===== src/rtl/store_buffer_if.sv =====
// Bundle of pipeline store/load, memory write and occupancy signals around the store buffer.
// master = pipeline/memory side driving requests and acks; slave = the store buffer itself.
interface store_buffer_if #(
  parameter int DATA_W = 32,
  parameter int ADDR_W = 32,
  parameter int DEPTH  = 4
);
  localparam int NB    = DATA_W / 8;
  localparam int CNT_W = $clog2(DEPTH) + 1;

  logic              stValid;
  logic [1:0]        stSize;
  logic [ADDR_W-1:0] stAddr;
  logic [DATA_W-1:0] stData;
  logic              stReady;
  logic              stAdes;

  logic              ldValid;
  logic [ADDR_W-1:0] ldAddr;
  logic              ldHazard;

  logic              memReq;
  logic [ADDR_W-1:0] memAddr;
  logic [DATA_W-1:0] memWdata;
  logic [NB-1:0]     memWen;
  logic              memAck;

  logic [CNT_W-1:0]  sbCount;

  modport master (
    output stValid, stSize, stAddr, stData, ldValid, ldAddr, memAck,
    input  stReady, stAdes, ldHazard, memReq, memAddr, memWdata, memWen, sbCount
  );

  modport slave (
    input  stValid, stSize, stAddr, stData, ldValid, ldAddr, memAck,
    output stReady, stAdes, ldHazard, memReq, memAddr, memWdata, memWen, sbCount
  );
endinterface


===== src/rtl/store_buffer.sv =====
// Store buffer: decodes stores into byte-lane writes, queues them in a FIFO and drains them to memory.
// Define LOAD_HAZARD_EN to build the load-vs-pending-store alias detector; otherwise ldHazard is 0.
module store_buffer #(
  parameter int DATA_W = 32,
  parameter int ADDR_W = 32,
  parameter int DEPTH  = 4
) (
  input  logic           clk,
  input  logic           rst,
  store_buffer_if.slave  sb
);
  localparam int NB    = DATA_W / 8;
  localparam int OFF   = $clog2(NB);
  localparam int PTR_W = $clog2(DEPTH);
  localparam int CNT_W = PTR_W + 1;

  logic [OFF-1:0]    offset;
  logic [NB-1:0]     decWen;
  logic [DATA_W-1:0] decWdata;
  logic              misaligned;

  logic [ADDR_W-1:0] addrQ [DEPTH];
  logic [DATA_W-1:0] dataQ [DEPTH];
  logic [NB-1:0]     wenQ  [DEPTH];

  logic [PTR_W-1:0]  wrPtr;
  logic [PTR_W-1:0]  rdPtr;
  logic [CNT_W-1:0]  count;

  logic stReady;
  logic stAdes;
  logic memReq;
  logic enq;
  logic pop;
  logic hazard;

  assign offset = sb.stAddr[OFF-1:0];

  // Narrow data is replicated across every lane so memory just applies the byte enables.
  always_comb begin
    decWen     = '0;
    decWdata   = '0;
    misaligned = 1'b0;
    case (sb.stSize)
      2'b00: begin
        decWen   = NB'(1) << offset;
        decWdata = {NB{sb.stData[7:0]}};
      end
      2'b01: begin
        decWen     = NB'(2'b11) << offset;
        decWdata   = {(NB/2){sb.stData[15:0]}};
        misaligned = offset[0];
      end
      2'b10: begin
        decWen     = NB'(4'hF) << offset;
        decWdata   = {(NB/4){sb.stData[31:0]}};
        misaligned = (offset[1:0] != 2'b00);
      end
      default: begin
        decWen     = '1;
        decWdata   = sb.stData;
        misaligned = (DATA_W != 64) || (offset != '0);
      end
    endcase
  end

  assign stAdes  = sb.stValid && misaligned;
  assign stReady = (count != CNT_W'(DEPTH));
  assign memReq  = (count != '0);
  assign enq     = sb.stValid && stReady && !stAdes;
  assign pop     = memReq && sb.memAck;

  always_ff @(posedge clk) begin
    if (rst) begin
      wrPtr <= '0;
      rdPtr <= '0;
      count <= '0;
    end else begin
      if (enq) wrPtr <= wrPtr + PTR_W'(1);
      if (pop) rdPtr <= rdPtr + PTR_W'(1);
      case ({enq, pop})
        2'b10:   count <= count + CNT_W'(1);
        2'b01:   count <= count - CNT_W'(1);
        default: count <= count;
      endcase
    end
  end

  // Entry storage carries no reset; occupancy is tracked solely by the pointers and count.
  always_ff @(posedge clk) begin
    if (enq && !rst) begin
      addrQ[wrPtr] <= {sb.stAddr[ADDR_W-1:OFF], OFF'(0)};
      dataQ[wrPtr] <= decWdata;
      wenQ[wrPtr]  <= decWen;
    end
  end

`ifdef LOAD_HAZARD_EN
  logic [PTR_W-1:0] dist;
  logic             anyMatch;

  // An entry is live when its distance from the head is below the occupancy count.
  always_comb begin
    anyMatch = 1'b0;
    dist     = '0;
    for (int i = 0; i < DEPTH; i++) begin
      dist = PTR_W'(i) - rdPtr;
      if (({1'b0, dist} < count) &&
          (addrQ[i][ADDR_W-1:OFF] == sb.ldAddr[ADDR_W-1:OFF]))
        anyMatch = 1'b1;
    end
  end

  assign hazard = sb.ldValid && anyMatch;
`else
  logic unusedLd;
  assign unusedLd = ^{sb.ldValid, sb.ldAddr};
  assign hazard   = 1'b0;
`endif

  assign sb.stReady  = stReady;
  assign sb.stAdes   = stAdes;
  assign sb.ldHazard = hazard;
  assign sb.memReq   = memReq;
  assign sb.memAddr  = memReq ? addrQ[rdPtr] : '0;
  assign sb.memWdata = memReq ? dataQ[rdPtr] : '0;
  assign sb.memWen   = memReq ? wenQ[rdPtr]  : '0;
  assign sb.sbCount  = count;
endmodule

===== src/flat_wrapper.sv =====
// flat-port wrapper written by rule: the top's interface ports become plain ports
module store_buffer_flat 
#(
  parameter int DATA_W = 32,
  parameter int ADDR_W = 32,
  parameter int DEPTH  = 4
)
  (clk, rst, sb_stValid, sb_stSize, sb_stAddr, sb_stData, sb_ldValid, sb_ldAddr, sb_memAck, sb_stReady, sb_stAdes, sb_ldHazard, sb_memReq, sb_memAddr, sb_memWdata, sb_memWen, sb_sbCount);
  store_buffer_if #(.DATA_W(DATA_W), .ADDR_W(ADDR_W), .DEPTH(DEPTH)) sb_i ();
  input  logic clk;
  input  logic rst;
  input wire logic [$bits(sb_i.stValid)-1:0] sb_stValid;
  input wire logic [$bits(sb_i.stSize)-1:0] sb_stSize;
  input wire logic [$bits(sb_i.stAddr)-1:0] sb_stAddr;
  input wire logic [$bits(sb_i.stData)-1:0] sb_stData;
  input wire logic [$bits(sb_i.ldValid)-1:0] sb_ldValid;
  input wire logic [$bits(sb_i.ldAddr)-1:0] sb_ldAddr;
  input wire logic [$bits(sb_i.memAck)-1:0] sb_memAck;
  output wire logic [$bits(sb_i.stReady)-1:0] sb_stReady;
  output wire logic [$bits(sb_i.stAdes)-1:0] sb_stAdes;
  output wire logic [$bits(sb_i.ldHazard)-1:0] sb_ldHazard;
  output wire logic [$bits(sb_i.memReq)-1:0] sb_memReq;
  output wire logic [$bits(sb_i.memAddr)-1:0] sb_memAddr;
  output wire logic [$bits(sb_i.memWdata)-1:0] sb_memWdata;
  output wire logic [$bits(sb_i.memWen)-1:0] sb_memWen;
  output wire logic [$bits(sb_i.sbCount)-1:0] sb_sbCount;
  assign sb_i.stValid = sb_stValid;
  assign sb_i.stSize = sb_stSize;
  assign sb_i.stAddr = sb_stAddr;
  assign sb_i.stData = sb_stData;
  assign sb_i.ldValid = sb_ldValid;
  assign sb_i.ldAddr = sb_ldAddr;
  assign sb_i.memAck = sb_memAck;
  assign sb_stReady = sb_i.stReady;
  assign sb_stAdes = sb_i.stAdes;
  assign sb_ldHazard = sb_i.ldHazard;
  assign sb_memReq = sb_i.memReq;
  assign sb_memAddr = sb_i.memAddr;
  assign sb_memWdata = sb_i.memWdata;
  assign sb_memWen = sb_i.memWen;
  assign sb_sbCount = sb_i.sbCount;
  store_buffer #(.DATA_W(DATA_W), .ADDR_W(ADDR_W), .DEPTH(DEPTH)) u_core (.clk(clk), .rst(rst), .sb(sb_i));
endmodule

===== config.mk =====
export PLATFORM = sky130hd
export DESIGN_NAME = store_buffer_flat
export DESIGN_NICKNAME = d
export VERILOG_FILES = /design/src/rtl/store_buffer_if.sv /design/src/rtl/store_buffer.sv /design/src/flat_wrapper.sv
export SDC_FILE = /design/constraint.sdc
export NUM_CORES = 1
export LEC_CHECK = 0
export CAP_MARGIN = 20
export CORE_MARGIN = 3
export CORE_UTILIZATION = 25
export DETAILED_ROUTE_END_ITERATION = 6
export GPL_TIMING_DRIVEN = 0
export PLACE_DENSITY_LB_ADDON = 0.05
export SYNTH_ARGS = -nofsm -noshare
export SYNTH_HDL_FRONTEND = slang
export SYNTH_SLANG_ARGS = --single-unit

===== constraint.sdc =====
create_clock -name clk -period 12.08 [get_ports clk]
set_clock_uncertainty 0.05 [all_clocks]
set_input_delay 3.624 -clock clk [delete_from_list [all_inputs] [get_ports clk]]
set_output_delay 3.624 -clock clk [all_outputs]
set_load 0.005 [all_outputs]

==> results by group <==
Run status
  – Outcome: finished, final reports clean

Clocking
  – Number of gates given a new drive strength after cts: 0
  – Skew-Pair Late Insertion Delay: 0.55 ns
  – Htree depth: 1
  – CTS tree: built
  – TritonCTS Buffers: 31
  – Deepest clock path buffer count: 3
  – TritonCTS sink count: 273
  – Clock input transition at the sequential cells of the worst setup and hold paths: 0.05 ns
  – CTS Hold Bufs: 0
  – Post-CTS setup buffer count: 0
  – Master cell of the clock root buffer: clkbuf_16

Die
  – Top-level port count: 178
  – X dimension of the die: 215.1 um
  – Standard cell core area: 42600 um^2
  – Number of standard-cell rows in the floorplan: 75
  – Full die area: 46270 um^2
  – Die Ht: 215.1 um
  – Effective utilization at floorplan: 0.2566

Layout
  – Final net count: 868
  – Fraction of final layout cells sized beyond drive strength 1: 0.2317
  – Final instance area: 14490 um^2
  – Area growth from synthesis to final layout: 32.55%
  – Filler-free cell count of the finished design: 1357
  – Post-route core utilization: 0.3401
  – Number of fillers in the final layout: 4139

Place
  – IO buf count: 141
  – Cell count after placement: 1298
  – Final weighted congestion of routability-driven global placement: roughly 0.71
  – Detailed placer's ending HPWL: 19840 um
  – Post-place setup slack: 2.837 ns
  – Placed instance area: roughly 14000 um^2

Synth
  – FF+latch count, synth: 273
  – Avg Inst Size Synth: 20.17 um^2
  – Synthesized cell area: 10930 um^2
  – Synth warn: 0
  – Cell accounting for the most synthesized area: edfxtp_1
  – Sequential area share after synthesis: 0.7418
  – Top flip-flop cell by instance count after synthesis: edfxtp_1
  – Number of enable-type register cells in the synthesized netlist: 264
  – Dominant combinational cell family by area after synthesis: multiplexers
  – XOR/XNOR share of the synthesized area: 0.003205
  – Simple-gate share of the synthesized area: 0.05712
  – Mux contribution to synthesized area: 0.1462
  – Synth cell types: 35
  – Ranking of synthesized cells by area: edfxtp_1 73%, mux4_2 14%, and2_1 3.8%
  – Synth Area in Adders: 0.01328
  – Post-synthesis compound-gate area fraction: 0.01912
  – Post-synthesis async set-or-reset flop share: 0
  – Share of the synthesized area in the top cell type: 0.7253
  – Cells after Synth: 542

Global routing
  – All-Layer GR Usage: 0.1209
  – Pin count of the biggest net entering global routing: 15
  – Number of antenna violations at the first check in global routing: 0
  – First-pass GRT wire length: 41970 um
  – Gr ovfl total: 0
  – Number of global-route vias before repair: 6375

Critical path
  – Required @ worst endpoint: 8.41 ns
  – Number of cells traversed by the worst register-to-register path: 8
  – Critical path's top delay family: buffers and inverters
  – Startpoint kind of the worst setup timing path: primary input
  – Crit Path Max Fanout: 10
  – Crit Path Category: in -> out
  – Crit path arrival time: 5.57 ns
  – Destination of the worst register-to-register timing path: u_core.addrQ[0][3]$_DFFE_PP_
  – Delay of the slowest cell on the worst path: roughly 0.56 ns
  – Slowest-stage cell, CP: clkdlybuf4s50_1
  – FF-to-FF setup slack: a little over 9 ns
  – Category of the worst setup path capture point: output port
  – Reg-to-Reg Start: u_core.sb.sbCount[0]$_SDFFE_PP0P_
  – Critical path buffers and inverters: 4
  – Ordered list of cells on the worst path: clkdlybuf4s50_1 -> inv_1 -> ha_1 -> buf_2 -> nor2_1 -> nor2_1 -> o21a_1 -> clkdlybuf4s50_1

STA
  – Final-report hold violation count: 0
  – Max-slew violation count: 0
  – Minimum clock period after layout: about 9.2 ns
  – Setup Viol. Count Final: 0
  – Worst-case hold slack: 0.4825 ns
  – RSZ-0062 raised after global routing: false
  – Min setup slack post-route: 2.839 ns
  – Worst max-slew margin expressed relative to the limit: 0.4655
  – Final clock period utilization by the worst path: 0.7650
  – FMAX: 108.2 MHz
  – Sum of negative setup slack: 0 ns
  – Worst slew pin tran: 0.7982 ns

Route
  – Sum of routed wire length over all layers: roughly 28000 um
  – Vias: 5705
  – Residual DRC count: 0
  – Routed via count divided by cell count: between 4 and 5
  – Remaining antenna violation count: 0
  – Violation count after the first detailed-routing iteration: around 270
  – Routed length per instance: 20.46 um
  – Iteration count of the initial detailed-routing pass: 4

Hold path
  – Tightest Hold Check Type: reg -> reg
  – Worst Hold End: u_core.rdPtr[0]$_SDFFE_PP0P_
  – Source of the worst hold timing path: u_core.rdPtr[0]$_SDFFE_PP0P_
  – Hold path cells: 2

Job
  – Max cap viols: 0

Power and ir drop
  – Leakage dissipation: 4.706 nW
  – Total power divided by cell area: between 150 and 200 nW/um^2
  – Largest voltage drop on the vdd net: ~110 uV
  – Total Power: 2.867 mW
-- worst max path at each step --
stage                  from                            end  depth (start not counted)
2_1_floorplan  sb_stSize[1]   u_core.addrQ[0][0]$_DFFE_PP_                          7
3_3_place_gp   sb_stSize[1]  u_core.dataQ[0][29]$_DFFE_PP_                          8
3_5_place_dp   sb_stSize[1]                      sb_stAdes                          8
4_1_cts        sb_stSize[1]                      sb_stAdes                          8
5_1_grt        sb_stSize[1]                      sb_stAdes                          8
6_report       sb_stSize[1]                      sb_stAdes                          8
-- worst min-delay path, cell delays in order (launching register included) --
cell,delay [ns]
dfxtp_1,0.33
xor2_1,0.09
nor2_1,0.08
-- layer usage --
metal  share of wire  GRT usage
met1            0.43     0.1552
met2            0.51     0.2121
met3           0.044    0.02444
met4           0.021    0.02666
met5               0          0
-- sequential cells by signal, summed over array words and instances (netlist names), named ones only --
signal,flops
u_core.wrPtr,2
u_core.sb.sbCount,3
u_core.wenQ,16
u_core.dataQ,128
u_core.rdPtr,2
u_core.addrQ,120
-- kinds of logic after synthesis --
family                     Yosys count
muxes                               76
AOI/OAI and AO/OA                   28
and+or+nand+nor                    110
DFF                                273
xor gates and xnor gates             4
other                                1
adders and majority gates           11
buffers and inverters               39
-- layout by cell type, fill, tap and decap left out, types with 9 or more instances in the layout --
cell / Yosys / layout
clkbuf_16: 0 / 31
buf_2: 10 / 10
mux4_2: 66 / 66
nor2_1: 12 / 12
and2_1: 66 / 66
inv_1: 9 / 9
nand2_1: 16 / 16
edfxtp_1: 264 / 264
ha_1: 10 / 10
clkdlybuf4s50_1: 0 / 141
clkinv_2: 0 / 11
clkbuf_1: 12 / 16
buf_6: 5 / 35
dfxtp_1: 9 / 9
-- power breakdown --
group	switching, mW	internal, mW	leakage (nW)	total, mW
sequential	0.0158	1.08	2.46	1.09
clock	0.361	0.528	0.483	0.889
combinational	0.385	0.500	1.76	0.884
total	0.761	2.11	4.71	2.87
-- synthesized netlist by cell type (all sizes together), types with 2 or more instances --
library cell	count
edfxtp	264
and2	66
mux4	66
buf	18
nand2	16
nor2	13
clkbuf	12
ha	10
dfxtp	9
inv	9
mux2	9
a22o	8
a22oi	8
a21oi	5
nand2b	4
nor3b	4
xor2	4
o21bai	2
or2	2
or3	2
-- layout make-up --
type | count | area (um^2) | area share
antenna | 3 | 7.507 | 0.0005181
timing repair buffer | 177 | 1839 | 0.1269
clock inverter | 21 | 171.4 | 0.01183
tap | 577 | 721.9 | 0.04983
clock buffer | 35 | 790.8 | 0.05458
sequential | 273 | 8108 | 0.5596
inverter | 9 | 33.78 | 0.002332
buffer | 30 | 173.9 | 0.01200
multi-input combinational | 232 | 2643 | 0.1824
Power figures use the tool's default switching activity.
